`src/rtl/axi2axis_pkg.sv`:
```
// Shared constants for the AXI4 slave to AXI-Stream bridge.
//   - write/read channel FSM state encodings
//   - AXI response codes (OKAY, SLVERR)
package axi2axis_pkg;

    // Write channel FSM
    localparam logic [1:0] W_IDLE = 2'd0;
    localparam logic [1:0] W_DATA = 2'd1;
    localparam logic [1:0] W_RESP = 2'd2;

    // Read channel FSM
    localparam logic [0:0] R_IDLE = 1'b0;
    localparam logic [0:0] R_DATA = 1'b1;

    // AXI response codes
    localparam logic [1:0] RESP_OKAY   = 2'b00;
    localparam logic [1:0] RESP_SLVERR = 2'b10;

endpackage

```
`src/rtl/axi2axis.sv`:
```
// AXI4 slave to AXI-Stream bridge.
// A write burst (AW + W beats) is forwarded beat by beat onto the stream-out
// port with zero latency; a read burst (AR) pulls beats from the stream-in
// port and returns them as R beats. One outstanding burst per direction; the
// two directions are fully independent.
// Ports:
//   clk_i, rst_i (sync, active high), cke_i (clock enable, gates all state)
//   s_axi_aw*/w*/b*   AXI4 write slave channels
//   s_axi_ar*/r*      AXI4 read slave channels
//   axis_out_*        stream-out (write data), axis_out_addr_o = latched awaddr
//   axis_in_*         stream-in  (read data),  axis_in_addr_o  = latched araddr
module axi2axis
    import axi2axis_pkg::*;
#(
    parameter int AXI_ADDR_W = 24,
    parameter int AXI_DATA_W = 32,
    parameter int AXI_ID_W   = 1
) (
    input  logic                    clk_i,
    input  logic                    rst_i,
    input  logic                    cke_i,

    input  logic [AXI_ID_W-1:0]     s_axi_awid,
    input  logic [AXI_ADDR_W-1:0]   s_axi_awaddr,
    input  logic [7:0]              s_axi_awlen,
    input  logic [2:0]              s_axi_awsize,
    input  logic [1:0]              s_axi_awburst,
    input  logic                    s_axi_awvalid,
    output logic                    s_axi_awready,

    input  logic [AXI_DATA_W-1:0]   s_axi_wdata,
    input  logic [AXI_DATA_W/8-1:0] s_axi_wstrb,
    input  logic                    s_axi_wlast,
    input  logic                    s_axi_wvalid,
    output logic                    s_axi_wready,

    output logic [AXI_ID_W-1:0]     s_axi_bid,
    output logic [1:0]              s_axi_bresp,
    output logic                    s_axi_bvalid,
    input  logic                    s_axi_bready,

    input  logic [AXI_ID_W-1:0]     s_axi_arid,
    input  logic [AXI_ADDR_W-1:0]   s_axi_araddr,
    input  logic [7:0]              s_axi_arlen,
    input  logic [2:0]              s_axi_arsize,
    input  logic [1:0]              s_axi_arburst,
    input  logic                    s_axi_arvalid,
    output logic                    s_axi_arready,

    output logic [AXI_ID_W-1:0]     s_axi_rid,
    output logic [AXI_DATA_W-1:0]   s_axi_rdata,
    output logic [1:0]              s_axi_rresp,
    output logic                    s_axi_rlast,
    output logic                    s_axi_rvalid,
    input  logic                    s_axi_rready,

    output logic [AXI_DATA_W-1:0]   axis_out_data_o,
    output logic                    axis_out_last_o,
    output logic                    axis_out_valid_o,
    input  logic                    axis_out_ready_i,
    output logic [AXI_ADDR_W-1:0]   axis_out_addr_o,

    input  logic [AXI_DATA_W-1:0]   axis_in_data_i,
    input  logic                    axis_in_valid_i,
    output logic                    axis_in_ready_o,
    output logic [AXI_ADDR_W-1:0]   axis_in_addr_o
);

    // Only full-width INCR bursts are supported; size, burst type and byte
    // strobes carry no information for this bridge.
    logic unused;
    assign unused = ^{s_axi_awsize, s_axi_awburst, s_axi_wstrb,
                      s_axi_arsize, s_axi_arburst};

    // ---------------------------------------------------------------- write
    logic [1:0]            w_state;
    logic [7:0]            w_cnt;
    logic [7:0]            aw_len;
    logic [AXI_ID_W-1:0]   aw_id;
    logic [AXI_ADDR_W-1:0] aw_addr;
    logic                  w_err;

    logic w_in_data, w_final, w_beat, aw_hs, b_hs;

    assign w_in_data = (w_state == W_DATA);
    assign w_final   = (w_cnt == aw_len);
    assign w_beat    = w_in_data & s_axi_wvalid & axis_out_ready_i;
    assign aw_hs     = s_axi_awvalid & s_axi_awready;
    assign b_hs      = s_axi_bvalid & s_axi_bready;

    assign s_axi_awready    = (w_state == W_IDLE);
    assign s_axi_wready     = w_in_data & axis_out_ready_i;
    assign axis_out_valid_o = w_in_data & s_axi_wvalid;
    assign axis_out_data_o  = w_in_data ? s_axi_wdata : '0;
    // Burst length comes from awlen alone; wlast is only audited.
    assign axis_out_last_o  = w_in_data & w_final;
    assign axis_out_addr_o  = aw_addr;

    assign s_axi_bvalid = (w_state == W_RESP);
    assign s_axi_bid    = s_axi_bvalid ? aw_id : '0;
    assign s_axi_bresp  = (s_axi_bvalid && w_err) ? RESP_SLVERR : RESP_OKAY;

    always_ff @(posedge clk_i) begin
        if (rst_i) begin
            w_state <= W_IDLE;
            w_cnt   <= '0;
            aw_len  <= '0;
            aw_id   <= '0;
            aw_addr <= '0;
            w_err   <= 1'b0;
        end else if (cke_i) begin
            case (w_state)
                W_IDLE: if (aw_hs) begin
                    aw_id   <= s_axi_awid;
                    aw_addr <= s_axi_awaddr;
                    aw_len  <= s_axi_awlen;
                    w_cnt   <= '0;
                    w_err   <= 1'b0;
                    w_state <= W_DATA;
                end
                W_DATA: if (w_beat) begin
                    // wlast early or missing on the final beat -> SLVERR
                    if (s_axi_wlast != w_final) w_err <= 1'b1;
                    w_cnt <= w_cnt + 8'd1;   // wraps after beat 256, harmless
                    if (w_final) w_state <= W_RESP;
                end
                W_RESP: if (b_hs) w_state <= W_IDLE;
                default: w_state <= W_IDLE;
            endcase
        end
    end

    // ----------------------------------------------------------------- read
    logic [0:0]            r_state;
    logic [7:0]            r_cnt;
    logic [7:0]            ar_len;
    logic [AXI_ID_W-1:0]   ar_id;
    logic [AXI_ADDR_W-1:0] ar_addr;

    logic r_in_data, r_final, r_beat, ar_hs;

    assign r_in_data = (r_state == R_DATA);
    assign r_final   = (r_cnt == ar_len);
    assign r_beat    = r_in_data & axis_in_valid_i & s_axi_rready;
    assign ar_hs     = s_axi_arvalid & s_axi_arready;

    assign s_axi_arready   = (r_state == R_IDLE);
    assign s_axi_rvalid    = r_in_data & axis_in_valid_i;
    assign axis_in_ready_o = r_in_data & s_axi_rready;
    assign s_axi_rdata     = r_in_data ? axis_in_data_i : '0;
    assign s_axi_rlast     = r_in_data & r_final;
    assign s_axi_rresp     = RESP_OKAY;
    assign s_axi_rid       = r_in_data ? ar_id : '0;
    assign axis_in_addr_o  = ar_addr;

    always_ff @(posedge clk_i) begin
        if (rst_i) begin
            r_state <= R_IDLE;
            r_cnt   <= '0;
            ar_len  <= '0;
            ar_id   <= '0;
            ar_addr <= '0;
        end else if (cke_i) begin
            case (r_state)
                R_IDLE: if (ar_hs) begin
                    ar_id   <= s_axi_arid;
                    ar_addr <= s_axi_araddr;
                    ar_len  <= s_axi_arlen;
                    r_cnt   <= '0;
                    r_state <= R_DATA;
                end
                R_DATA: if (r_beat) begin
                    r_cnt <= r_cnt + 8'd1;
                    if (r_final) r_state <= R_IDLE;
                end
                default: r_state <= R_IDLE;
            endcase
        end
    end

endmodule

```
`config.mk`:
```
export PLATFORM = sky130hd
export DESIGN_NAME = axi2axis
export DESIGN_NICKNAME = d
export VERILOG_FILES = /design/src/rtl/axi2axis_pkg.sv /design/src/rtl/axi2axis.sv
export SDC_FILE = /design/constraint.sdc
export NUM_CORES = 1
export LEC_CHECK = 0
export BUFFER_PORTS_ARGS = -buffer_cell sky130_fd_sc_hd__buf_4
export CAP_MARGIN = 20
export CORE_MARGIN = 1
export CORE_UTILIZATION = 30
export CTS_CLUSTER_SIZE = 30
export DETAILED_ROUTE_END_ITERATION = 6
export PLACE_DENSITY = 0.65
export SLEW_MARGIN = 20
export SYNTH_ARGS = -nofsm -noshare
export SYNTH_HDL_FRONTEND = slang
export SYNTH_SLANG_ARGS = --single-unit
```
`constraint.sdc`:
```
create_clock -name clk_i -period 1.9 [get_ports clk_i]
set_input_delay 0.285 -clock clk_i [delete_from_list [all_inputs] [get_ports clk_i]]
set_output_delay 0.285 -clock clk_i [all_outputs]
set_load 0.005 [all_outputs]
```
==> results.py <==
metrics = {
    "run_status": {
        "status": "finished clean",
    },
    "hold_path": {
        "min_from": "s_axi_awaddr[17]",
        "whs_endpoint": "axis_out_addr_o[17]",
        "min_path_cells": 3,
        "hp-class": "input pin to register",
    },
    "sta": {
        "tns_ns": 0,
        "final_max_slew_viol_count": 0,
        "fin_crit_sh_pct": 95.0,
        "max_freq_ghz": 0.554,
        "grt_setup_unrepaired": "false",
        "post-route-min-period_ns": 1.80,
        "setup_viol": 0,
        "fin_skew_ns": 0.00431,
        "hold_violations": 0,
    },
    "die": {
        "start_util_pct": 31.3,
        "rows": 41,
        "dieWidth_um": 118,
        "coreArea_um2": 12900,
        "fp.dieArea_um2": 13900,
        "die_h_um": 118,
        "ios": 282,
    },
    "detailed_routing": {
        "drc": 0,
        "totalWireLength_um": 12200,
        "dr.pass1.iters": 4,
        "wl_per_cell_um": 12.9,
        "via_count": 4313,
        "drt_iter0_drc": 144,
        "ant_nets": 0,
        "via_per_inst": 4.56,
    },
    "final_layout": {
        "drive_above_1_share_pct": 40.2,
        "area_delta_synth_final_pct": 61.7,
        "utilization_pct": 50.7,
        "num_antenna_cells": 0,
        "fillers": 1249,
        "nets": 926,
        "fin_area_um2": 6520,
    },
    "critical_path": {
        "worst_setup_path_end_kind": "output port",
        "critPathMaxStageDelay_ns": 0.42,
        "critPathLaunchType": "register",
        "path_cells": "nor2b_2 > buf_8 > and2_1 > buf_4",
        "required_ns": 1.62,
        "rr_startpoint": "w_state[1]",
        "r2r_slack_ns": 0.36,
        "cp_max_fo": 34,
        "critical_path_arrival_ns": 1.52,
        "crit_slowest_cell": "dfxtp_2",
        "critPathKind": "register to output port",
        "r2r_cells": 4,
        "reg2reg_to": "w_state[0]",
    },
    "cts": {
        "cts.sinks": 86,
        "cts_tree": "yes",
        "cts_max_level": 3,
        "cts_root_buf": "clkbuf_16",
        "clock_path_buffers": 2,
        "cts-buffers-inserted": 9,
        "path_clk_slew_ns": 0.07,
        "clk_latency_ns": 0.34,
    },
    "placed_design": {
        "gp_congestion": 0.854,
        "port_buffers": 264,
        "hpwl_um": 9490,
        "dpl_cell_area_um2": 6150,
    },
    "pwr": {
        "p_leak_uw": 0.00299,
        "pwr_density_cell_nw_per_um2": 718,
        "irDropWorstVdd_uv": 514,
    },
    "synth": {
        "yosysTopAreaCellShare_pct": 42.7,
        "syn_area_um2": 4030,
        "synth.yosys.seq_area_share_pct": 42.7,
        "yosys.area.top_type": "dfxtp_1",
        "yosysWarningCount": 0,
        "synth.area.top_cells": "dfxtp_1, nand2_1, and2_1",
        "netlist_instances": 516,
        "syn_area_per_cell_um2": 7.82,
        "ys_types": 43,
        "synth_seq_cells": 86,
    },
    "grt": {
        "antenna_found_initial": 0,
        "grt_max_degree": 37,
        "grt_util_all_layers_pct": 17.1,
        "first_global_vias": 4049,
        "grt-ovfl-total": 0,
        "grt_first_pass_wirelength_um": 19500,
    },
    "flow_run": {
        "cap_viol_max_count": 0,
    },
}
-- registers in the layout (all words and copies together) (netlist names) --
name,count
ar_id,1
ar_len,8
aw_id,1
aw_len,8
axis_in_addr_o,24
axis_out_addr_o,24
r_cnt,8
r_in_data,1
w_cnt,8
w_err,1
w_state,2
-- synthesized netlist by cell type (all sizes together) --
cell     count
dfxtp       86
nor2        13
o2111ai      3
nand4        4
nand3        6
nand2b       4
clkbuf      16
nand2      142
o21bai       2
and2b        2
o21ai        4
nor4bb       1
nor3         2
mux2i        1
or3          2
conb         1
nor2b        4
o21a         1
xnor2       10
inv          2
a31oi        1
nor4         6
a211oi       4
xor2        14
buf         22
or2          1
and2        73
and3         6
and4         2
ha           2
a21oi       73
o211ai       4
nand4b       2
-- layout by cell type (no fill, tap or decap), types with 6 or more instances in the layout --
master and n:
and3_1 6, dfxtp_1 80, nand2_1 141, dfxtp_2 6
xnor2_1 10, buf_4 276, and2_1 73, nor2_1 13
clkbuf_16 9, a21oi_1 73, xor2_1 14
-- cell families (layout without fill, tap and decap cells) --
| group | Yosys count | count (layout) | synth area share [%] |
|---|---|---|---|
| simple gates | 270 | 270 | 33.3 |
| mux | 1 | 1 | 0.248 |
| buf+inv | 40 | 296 | 5.21 |
| flops | 86 | 86 | 42.7 |
| compound gates | 92 | 92 | 12.7 |
| fa+ha+maj | 2 | 2 | 0.620 |
| xor+xnor | 24 | 24 | 5.21 |
| other cells | 1 | 3 | 0.0930 |
-- critical path: cells and delay by family, from the launching register on --
| family | cells | cell delay [ns] |
|---|---|---|
| DFF | 1 | 0.42 |
| buffers and inverters | 2 | 0.32 |
| and+or+nand+nor | 2 | 0.43 |
-- per-layer routing --
layer / wire length [µm] / share of wire, % / vias up / global-route usage [%]
li1: - / - / 2187 / -
met1: 5050 / 41 / 1941 / 20.0
met2: 6010 / 49 / 163 / 29.5
met3: 961 / 7.9 / 22 / 5.33
met4: 181 / 1.5 / 0 / 5.69
met5: 0 / 0 / - / 0
-- report_power, final --
part | internal, µW | total (µW) | switching (µW) | leakage (µW)
sequential | 1880 | 1930 | 50.8 | 0.000703
clock | 1160 | 1890 | 735 | 0.000152
combinational | 509 | 866 | 357 | 0.00213
-- what timing repair did --
| action | in CTS | in global routing |
|---|---|---|
| gates resized for setup | 4 | 9 |
| setup buffers | 0 | 1 |
| setup endpoints to repair | 35 | 3 |
| hold buffers | 0 | 0 |
| pin swaps | 0 | 1 |
| hold endpoints to repair | 0 | 0 |
-- final cells by class --
cell class / instances / area, µm² / area share [%]
sequential: 86 / 1730 / 26.5
multi-input combinational: 392 / 2140 / 32.8
timing repair buffer: 278 / 2110 / 32.3
clock inverter: 7 / 97.6 / 1.50
inverter: 2 / 7.51 / 0.115
clock buffer: 9 / 225 / 3.45
tap: 172 / 215 / 3.30
-- worst max-delay path by stage --
stage | startpoint | end | slack (ns) | depth (start not counted)
6_report | w_state[0] | axis_out_data_o[1] | 0.1 | 4
3_5_place_dp | w_state[0] | axis_out_data_o[9] | 0.25 | 4
3_3_place_gp | r_cnt[2] | s_axi_rlast | 0.33 | 4
4_1_cts | w_cnt[6] | axis_out_last_o | 0.001 | 4
2_1_floorplan | w_state[0] | axis_out_data_o[10] | 0.46 | 5
5_1_grt | w_cnt[6] | axis_out_last_o | 0.002 | 4
-- metrics by stage --
stage	instances	setup WS, ns	total power [µW]	hold slack [ns]
6_report	946	0.0959	4690	0.185
2_1_floorplan	518	0.458	2310	0.421
5_1_grt	946	0.00197	4910	0.182
3_5_place_dp	929	0.254	2820	0.443
3_3_place_gp	929	0.325	2800	0.437
4_1_cts	945	0.00110	4740	0.174
Power figures use the tool's default switching activity.
